## src/rtl/ddr3_phy_pkg.sv

```systemverilog
// Shared DDR3 PHY definitions: {ras,cas,we} command encodings, the command-sequencer state
// type, and the helper that places a control bit in one clk half.
package ddr3_phy_pkg;

    localparam logic [2:0] RCW_NOP = 3'b111;
    localparam logic [2:0] RCW_ACT = 3'b011;
    localparam logic [2:0] RCW_RD  = 3'b101;
    localparam logic [2:0] RCW_WR  = 3'b100;
    localparam logic [2:0] RCW_PRE = 3'b010;
    localparam logic [2:0] RCW_REF = 3'b001;
    localparam logic [2:0] RCW_MRS = 3'b000;
    localparam logic [2:0] RCW_ZQ  = 3'b110;

    typedef enum logic [1:0] {
        IDLE  = 2'd0,
        ISSUE = 2'd1,
        WAIT  = 2'd2
    } seq_state_e;

    // bit 0 = first half, bit 1 = second half; the unused half idles high (inactive).
    function automatic logic [1:0] place_half(input logic bit_v, input logic slot);
        return slot ? {bit_v, 1'b1} : {1'b1, bit_v};
    endfunction

endpackage

```

## src/rtl/cmd_seq_encoder.sv

```systemverilog
// Accepts one DDR3 command per handshake and encodes it into 2-bit-per-signal (first, second
// half) streams for cmd_addr, followed by a programmable NOP tail. All outputs registered.
module cmd_seq_encoder
    import ddr3_phy_pkg::*;
#(
    parameter int unsigned ADDRESS_NUMBER = 15,
    parameter int unsigned NOP_WIDTH      = 8,
    parameter bit          CKE_RESET      = 1'b0
) (
    input  logic                          clk_div,
    input  logic                          rst_n,
    input  logic                          enable,
    input  logic                          cmd_valid,
    output logic                          cmd_ready,
    input  logic [ADDRESS_NUMBER-1:0]     cmd_a,
    input  logic [2:0]                    cmd_ba,
    input  logic [2:0]                    cmd_rcw,
    input  logic                          cmd_slot,
    input  logic                          cmd_cke,
    input  logic                          cmd_odt,
    input  logic                          cmd_tri,
    input  logic [NOP_WIDTH-1:0]          cmd_nop,
    output logic                          busy,
    output logic [2*ADDRESS_NUMBER-1:0]   in_a,
    output logic [5:0]                    in_ba,
    output logic [1:0]                    in_we,
    output logic [1:0]                    in_ras,
    output logic [1:0]                    in_cas,
    output logic [1:0]                    in_cke,
    output logic [1:0]                    in_odt,
    output logic [1:0]                    in_tri
);

    seq_state_e                    state_q, state_d;
    logic [NOP_WIDTH-1:0]          cnt_q, cnt_d;
    logic [2*ADDRESS_NUMBER-1:0]   a_q, a_d;
    logic [5:0]                    ba_q, ba_d;
    logic [1:0]                    ras_q, ras_d;
    logic [1:0]                    cas_q, cas_d;
    logic [1:0]                    we_q, we_d;
    logic [1:0]                    cke_q, cke_d;
    logic [1:0]                    odt_q, odt_d;
    logic [1:0]                    tri_q, tri_d;

    logic [2*ADDRESS_NUMBER-1:0]   a_dup;
    logic [5:0]                    ba_dup;
    logic                          accept;

    for (genvar i = 0; i < ADDRESS_NUMBER; i++) begin : g_a_dup
        assign a_dup[2*i +: 2] = {2{cmd_a[i]}};
    end

    for (genvar i = 0; i < 3; i++) begin : g_ba_dup
        assign ba_dup[2*i +: 2] = {2{cmd_ba[i]}};
    end

    // A new command may land in the same cycle the previous tail expires (zero bubble).
    assign cmd_ready = rst_n & enable & ((state_q == IDLE) | (cnt_q == '0));
    assign accept    = cmd_valid & cmd_ready;
    assign busy      = (state_q != IDLE);

    always_comb begin
        state_d = state_q;
        cnt_d   = cnt_q;
        a_d     = a_q;
        ba_d    = ba_q;
        ras_d   = {2{RCW_NOP[2]}};
        cas_d   = {2{RCW_NOP[1]}};
        we_d    = {2{RCW_NOP[0]}};
        cke_d   = cke_q;
        odt_d   = odt_q;
        tri_d   = tri_q;

        if (accept) begin
            state_d = ISSUE;
            cnt_d   = cmd_nop;
            a_d     = a_dup;
            ba_d    = ba_dup;
            ras_d   = place_half(cmd_rcw[2], cmd_slot);
            cas_d   = place_half(cmd_rcw[1], cmd_slot);
            we_d    = place_half(cmd_rcw[0], cmd_slot);
            cke_d   = {2{cmd_cke}};
            odt_d   = {2{cmd_odt}};
            tri_d   = {2{cmd_tri}};
        end else if (state_q != IDLE) begin
            if (cnt_q != '0) begin
                cnt_d   = cnt_q - NOP_WIDTH'(1);
                state_d = WAIT;
            end else begin
                state_d = IDLE;
            end
        end
    end

    always_ff @(posedge clk_div or negedge rst_n) begin
        if (!rst_n) begin
            state_q <= IDLE;
            cnt_q   <= '0;
            a_q     <= '0;
            ba_q    <= '0;
            ras_q   <= 2'b11;
            cas_q   <= 2'b11;
            we_q    <= 2'b11;
            cke_q   <= {2{CKE_RESET}};
            odt_q   <= 2'b00;
            tri_q   <= 2'b00;
        end else begin
            state_q <= state_d;
            cnt_q   <= cnt_d;
            a_q     <= a_d;
            ba_q    <= ba_d;
            ras_q   <= ras_d;
            cas_q   <= cas_d;
            we_q    <= we_d;
            cke_q   <= cke_d;
            odt_q   <= odt_d;
            tri_q   <= tri_d;
        end
    end

    assign in_a   = a_q;
    assign in_ba  = ba_q;
    assign in_ras = ras_q;
    assign in_cas = cas_q;
    assign in_we  = we_q;
    assign in_cke = cke_q;
    assign in_odt = odt_q;
    assign in_tri = tri_q;

endmodule
```

## config.mk

```make
export PLATFORM = sky130hd
export DESIGN_NAME = cmd_seq_encoder
export DESIGN_NICKNAME = d
export VERILOG_FILES = /design/src/rtl/ddr3_phy_pkg.sv /design/src/rtl/cmd_seq_encoder.sv
export SDC_FILE = /design/constraint.sdc
export NUM_CORES = 1
export LEC_CHECK = 0
export CAP_MARGIN = 40
export CORE_MARGIN = 2
export CORE_UTILIZATION = 40
export CTS_CLUSTER_DIAMETER = 150
export DETAILED_ROUTE_END_ITERATION = 6
export GPL_ROUTABILITY_DRIVEN = 0
export PLACE_DENSITY = 0.78
export SLEW_MARGIN = 30
export SYNTH_ARGS = -nofsm -noshare
export SYNTH_HDL_FRONTEND = slang
export SYNTH_SLANG_ARGS = --single-unit
export TNS_END_PERCENT = 10
```

## constraint.sdc

```tcl
create_clock -name clk_div -period 2.8 [get_ports clk_div]
set_clock_uncertainty 0.05 [all_clocks]
set_input_delay 0.84 -clock clk_div [delete_from_list [all_inputs] [get_ports clk_div]]
set_output_delay 0.84 -clock clk_div [all_outputs]
set_load 0.02 [all_outputs]
```

==> run metrics, run 1 <==
pre-CTS WS=-0.140 ns; final-report hold violation count=0; DPL Wire Length=approximately 3000 um; status=completed; leading cell type in the layout, fill and taps excluded=clkdlybuf4s50_1; clock root buffer=clkbuf_8; Inserted Clock Buffers=5; first-pass GRT wire length=6420 um; Flop pwr share=0.322; clock power share=0.122; commonest non-fill, non-tap cells in the layout=clkdlybuf4s50_1, dfrtp_1, mux2_4; Max Fanout on Critical Path=3; worst setup margin=0.236 ns; max_cap viols=0; Hold Slack=0.485 ns; critical path type=flop to output pin; sw frac=0.384; post-layout instance area=2700 sq um; Starting DRT DRC Count=37; Gate Count Post-Synth=143; Syn. warnings=0; Pleak=roughly 1.1 nW; die outline height=between 70 and 80 um; sequential-to-total area share from yosys stat=0.502; largest net degree at the start of global routing=39; Via density=between 4 and 5; Max VDD drop=roughly 600 uV; Psw=approximately 1.1 mW; CP endpoint kind=output pin; DR DRC count=0; H-tree Lvls=2; mapped cell area=~1900 sq um; Starting Density=0.421; maximum buffer depth of the clock tree=2; Unique masters post-synth=37; Fin Setup TNS=0 ns; Mapped Avg Cell Area=13.0 sq um; vias=1333; Clock Latency Late Sink=around 0.28 ns; unrepaired setup endpoints after global routing=false; diode count=0; reg-to-reg startpoint=cnt_q[1]$_DFFE_PN0P_; Die W=slightly above 70 um; # setup viols final=0; Layout Nets=256; hold_sp=in_ba[4]$_DFFE_PN0P_; FP Rows=24; Req. time, crit path=around 1.9 ns; CTS tree=done; CTS sink count=37; Pint=1.81 mW; Tot GR Track Use=0.161; Final min period=~2.6 ns; placed cells=262; crit start category=flop; post-synthesis register bit count=37; final total power=just under 3 mW; Worst-Margin Slew=between 0.5 and 0.6 ns; syn nets=182; DP Area=~2600 sq um; Synth-to-Final Area Change=45.3%; Reg clk slew, reported paths=0.07 ns; layout cells sized above 1=0.234; CP startpoint=cnt_q[1]$_DFFE_PN0P_; io pins=87; vias in the first global route=around 1300; fmax=390 MHz; initial antenna violation count=0; Core Area=between 4000 and 5000 sq um; max-slew violations=0; fin cells=270; setup bufs post-CTS=0; pwr/cell area=~1100 nW/um^2; crit path DAT=around 1.7 ns; routed wire length per instance=14.5 um; Final Util=0.612; period utilization=0.916; WHS Path Cells=1; # fillers=373; Routed Antenna Nets=0; cells on worst reg2reg path=8; die area=5210 sq um; Min-Delay Path Class=flop to flop; Remaining Overflow, GRT=0; hold buffer count at cts=0; DRT Pass-1 Iters=4; PortBufs=86; Slew HR=0.619; total wire length=3910 um; Comb power frac=0.556
## power groups by stage
stage / sequential (mW) / combinational, mW / clock, mW
2_1_floorplan: 1.11 / 0.896 / 0
3_3_place_gp: 0.940 / 1.62 / 0
3_5_place_dp: 0.947 / 1.65 / 0
4_1_cts: 0.941 / 1.65 / 0.371
5_1_grt: 0.984 / 1.73 / 0.397
6_report: 0.946 / 1.64 / 0.359
## per-layer routing
layer | share of wire | track usage | wire length, um | vias to the layer above
met5 | 0 | 0 | 0 | -
li1 | - | - | - | 635
met3 | 0.082 | 0.0444 | 320 | 5
met4 | 0.016 | 0.0629 | 61 | 0
met2 | 0.48 | 0.252 | 1860 | 66
met1 | 0.43 | 0.212 | 1670 | 627
## flip-flops by register name (all words and copies together), names as in the netlist
name / flops
cnt_q: 8
in_a: 15
in_ba: 3
in_cas: 2
in_cke: 1
in_odt: 1
in_ras: 2
in_tri: 1
in_we: 2
state_q: 2
## worst paths after layout
check                                            end  slack [ns]
min in group asynchronous       cnt_q[0]$_DFFE_PN0P_        0.62
worst min-delay path            in_ba[4]$_DFFE_PN0P_        0.49
worst min register to register  in_ba[4]$_DFFE_PN0P_        0.49
max in group asynchronous        in_ras[0]$_DFF_PN1_        1.73
worst max register to register  in_ba[1]$_DFFE_PN0P_        0.73
worst max-delay path                       cmd_ready        0.24
## kinds of logic after synthesis
group / synth area share
DFF: 0.502
and+or+nand+nor: 0.110
adders and majority gates: 0.0134
AOI/OAI and AO/OA: 0.0625
buffers and inverters: 0.131
muxes: 0.181
## final cells by class
type / count / area [sq um] / area share
clock buffer: 5 / 68.8 / 0.0255
multi-input combinational: 75 / 692 / 0.256
inverter: 6 / 30.0 / 0.0111
tap: 52 / 65.1 / 0.0241
timing repair buffer: 92 / 896 / 0.331
clock inverter: 3 / 17.5 / 0.00648
sequential: 37 / 933 / 0.345
## synth_stat cells, drive strengths merged
library cell	instances	area (sq um)
o31ai	2	15.0
or3b	1	8.76
a21o	1	7.51
or2b	1	7.51
a21oi	5	25.0
nor4b	1	15.0
nand3	5	25.0
dfstp	6	158
o21ai	3	15.0
nor2	2	7.51
nand2	6	38.8
or3	4	25.0
nand4b	1	8.76
a211o	1	8.76
and3	2	12.5
ha	2	25.0
dfrtp	31	776
o2bb2ai	1	8.76
buf	25	214
o221a	2	22.5
a31oi	1	6.26
mux2i	4	40.0
nand3b	3	22.5
mux2	21	297
inv	6	30.0
nor3	2	15.0
a211oi	1	7.51
nand4	2	12.5
nor4	1	6.26
## critical path: stages (launching register included)
cell and delay [ns]:
dfrtp_1 0.39, inv_1 0.11, ha_1 0.19, nor4b_4 0.21, a21o_1 0.16, and3_1 0.16, clkbuf_2 0.16
## timing repair
action	4_1_cts	5_1_grt
gates resized for setup	1	3
cloned	0	0
endpoints found under the setup margin	1	1
(Power assumes the default switching activity.)
==> run 2, diff against run 1 <==
--- a/config.mk
+++ b/config.mk
@@ -7,11 +7,11 @@
 export LEC_CHECK = 0
 export CAP_MARGIN = 40
 export CORE_MARGIN = 2
-export CORE_UTILIZATION = 40
+export CORE_UTILIZATION = 36
 export CTS_CLUSTER_DIAMETER = 150
 export DETAILED_ROUTE_END_ITERATION = 6
 export GPL_ROUTABILITY_DRIVEN = 0
-export PLACE_DENSITY = 0.78
+export PLACE_DENSITY = 0.72
 export SLEW_MARGIN = 30
 export SYNTH_ARGS = -nofsm -noshare
 export SYNTH_HDL_FRONTEND = slang
==> run metrics, run 2 (synthesized netlist as in run 1, its figures left out) <==
Clock Latency Late Sink=0.27 ns (about the same); CTS tree=done; Max VDD drop=543 uV (-9.3%); reg2reg setup slack=0.71 ns (-0.02 ns); fmax=390 MHz (-0.11%); final-report hold violation count=0 (unchanged); Synth-to-Final Area Change=47.2%; Worst-Margin Slew=0.603 ns (+0.0368 ns); routing usage on met3=0.0463 (+0.00185); hold buffer count at cts=0 (unchanged); period utilization=0.917 (+0.000980); die outline height=75.9 um (+5.1%); Routed Antenna Nets=0 (unchanged); # setup viols final=0 (unchanged); Via density=4.55 (-7.9%); io pins=87 (unchanged); PortBufs=86 (unchanged); busiest layer in global routing=met2; Pleak=1.14 nW (+0.90%); DP Area=2640 sq um (+1.1%); Min-Delay Path Class=flop to flop; status=completed; clock root buffer=clkbuf_8; reg2reg end=in_ba[1]$_DFFE_PN0P_; total wire length=3770 um (-3.5%); GR Util met1=0.172 (-0.0398); Reg clk slew, reported paths=0.07 ns (about the same); max-slew violations=0 (unchanged); Req. time, crit path=1.91 ns (about the same); initial antenna violation count=0 (unchanged); Final Util=0.543 (-0.0691); cells on worst reg2reg path=8 (unchanged); hold_sp=in_a[9]$_DFFE_PN0P_; vias in the first global route=1292 (-2.3%); post-layout instance area=2740 sq um (+1.3%); Die W=75.9 um (+5.1%); Max Fanout on Critical Path=3 (unchanged); Inserted Clock Buffers=5 (unchanged); layout cells sized above 1=0.237 (+0.00350); unrepaired setup endpoints after global routing=false; pwr/cell area=1080 nW/um^2 (-0.36%); Starting DRT DRC Count=28 (-24%); Worst Hold Endpoint=in_a[9]$_DFFE_PN0P_; diode count=0 (unchanged); Tot GR Track Use=0.137 (-0.0239); Slew HR=0.594 (-0.0247); number of flip-flops in the largest register=15 (unchanged); crit path DAT=1.68 ns (about the same); Final min period=2.57 ns (+0.00274 ns); CP endpoint kind=output pin; DR DRC count=0 (unchanged); Remaining Overflow, GRT=0 (unchanged); maximum buffer depth of the clock tree=2 (unchanged); Layout Nets=257 (+0.39%); Starting Density=0.369 (-0.0525); die area=5760 sq um (+10%); vias=1314 (-1.4%); DPL Wire Length=2810 um (-5.9%); crit start category=flop; critical path type=flop to output pin; max_cap viols=0 (unchanged); routed wire length per instance=13.0 um (-9.9%); largest net degree at the start of global routing=40 (+2.6%); DRT Pass-1 Iters=6 (+2); first-pass GRT wire length=5900 um (-8.1%); M2 GR Usage=0.223 (-0.0286); reg-to-reg startpoint=cnt_q[1]$_DFFE_PN0P_; leading cell type in the layout, fill and taps excluded=clkdlybuf4s50_1; Core Area=5040 sq um (+14%); CTS sink count=37 (unchanged); FP Rows=26 (+8.3%); H-tree Lvls=2 (unchanged); WHS Path Cells=1 (unchanged); commonest non-fill, non-tap cells in the layout=clkdlybuf4s50_1, dfrtp_1, mux2_4
-- run 2: cell count changes in the layout (fill, tap and decap cells not counted), sizes merged --
| cell | delta |
|---|---|
| clkbuf | +2 |
| buf | +1 |
| clkinvlp | -1 |
| clkinv | -1 |
-- run 2: worst max-delay path by stage --
stage,endpoint,start,depth (start not counted)
after global routing,cmd_ready,cnt_q[1]$_DFFE_PN0P_,6
after global placement,cmd_ready,enable,3
after floorplan,cmd_ready,cnt_q[0]$_DFFE_PN0P_,6
after detailed placement,cmd_ready,enable,3
final,cmd_ready,cnt_q[1]$_DFFE_PN0P_,6
after CTS,cmd_ready,cnt_q[1]$_DFFE_PN0P_,6
-- run 2: worst max-delay path: stages, from the launching register on --
cell	delay [ns]
dfrtp_1	0.41
inv_1	0.10
ha_1	0.17
nor4b_2	0.24
a21o_1	0.17
and3_1	0.15
clkbuf_2	0.16
-- run 2: timing repair --
action | 4_1_cts | 5_1_grt
setup buffers | 0 | 0
resized for setup | 1 | 2
endpoints found under the setup margin | 1 | 1
-- run 2: layer usage --
metal	part of all wire	vias to the layer above
met1	0.41	626
met2	0.49	54
met3	0.083	2
met5	0	-
met4	0.0090	0
li1	-	632
-- run 2: stage by stage --
stage          hold slack (ns)  cells  power (mW)  setup slack (ns)  setup TNS, ns
6_report                 0.484    289        2.97             0.233              0
4_1_cts                  0.492    289        3.01            0.0499              0
3_5_place_dp             0.469    281        2.60            -0.134         -0.134
5_1_grt                  0.510    289        3.18            0.0828              0
2_1_floorplan            0.436    143        2.01             0.514              0
3_3_place_gp             0.465    281        2.57            -0.138         -0.138
-- run 2: final cells by class --
type,count,area (sq um)
fillers,466,2300
inverters,6,30.0
flip-flops and latches,37,933
multi-input cells,75,683
clock inverters,1,5.00
well taps,70,87.6
repair buffers,93,903
clock buffers,7,96.3
-- run 2: report_power, final --
part           internal (mW)  switching (mW)
Combinational          0.890           0.747
Clock                  0.222           0.171
Sequential             0.754           0.187
Total                   1.87            1.11
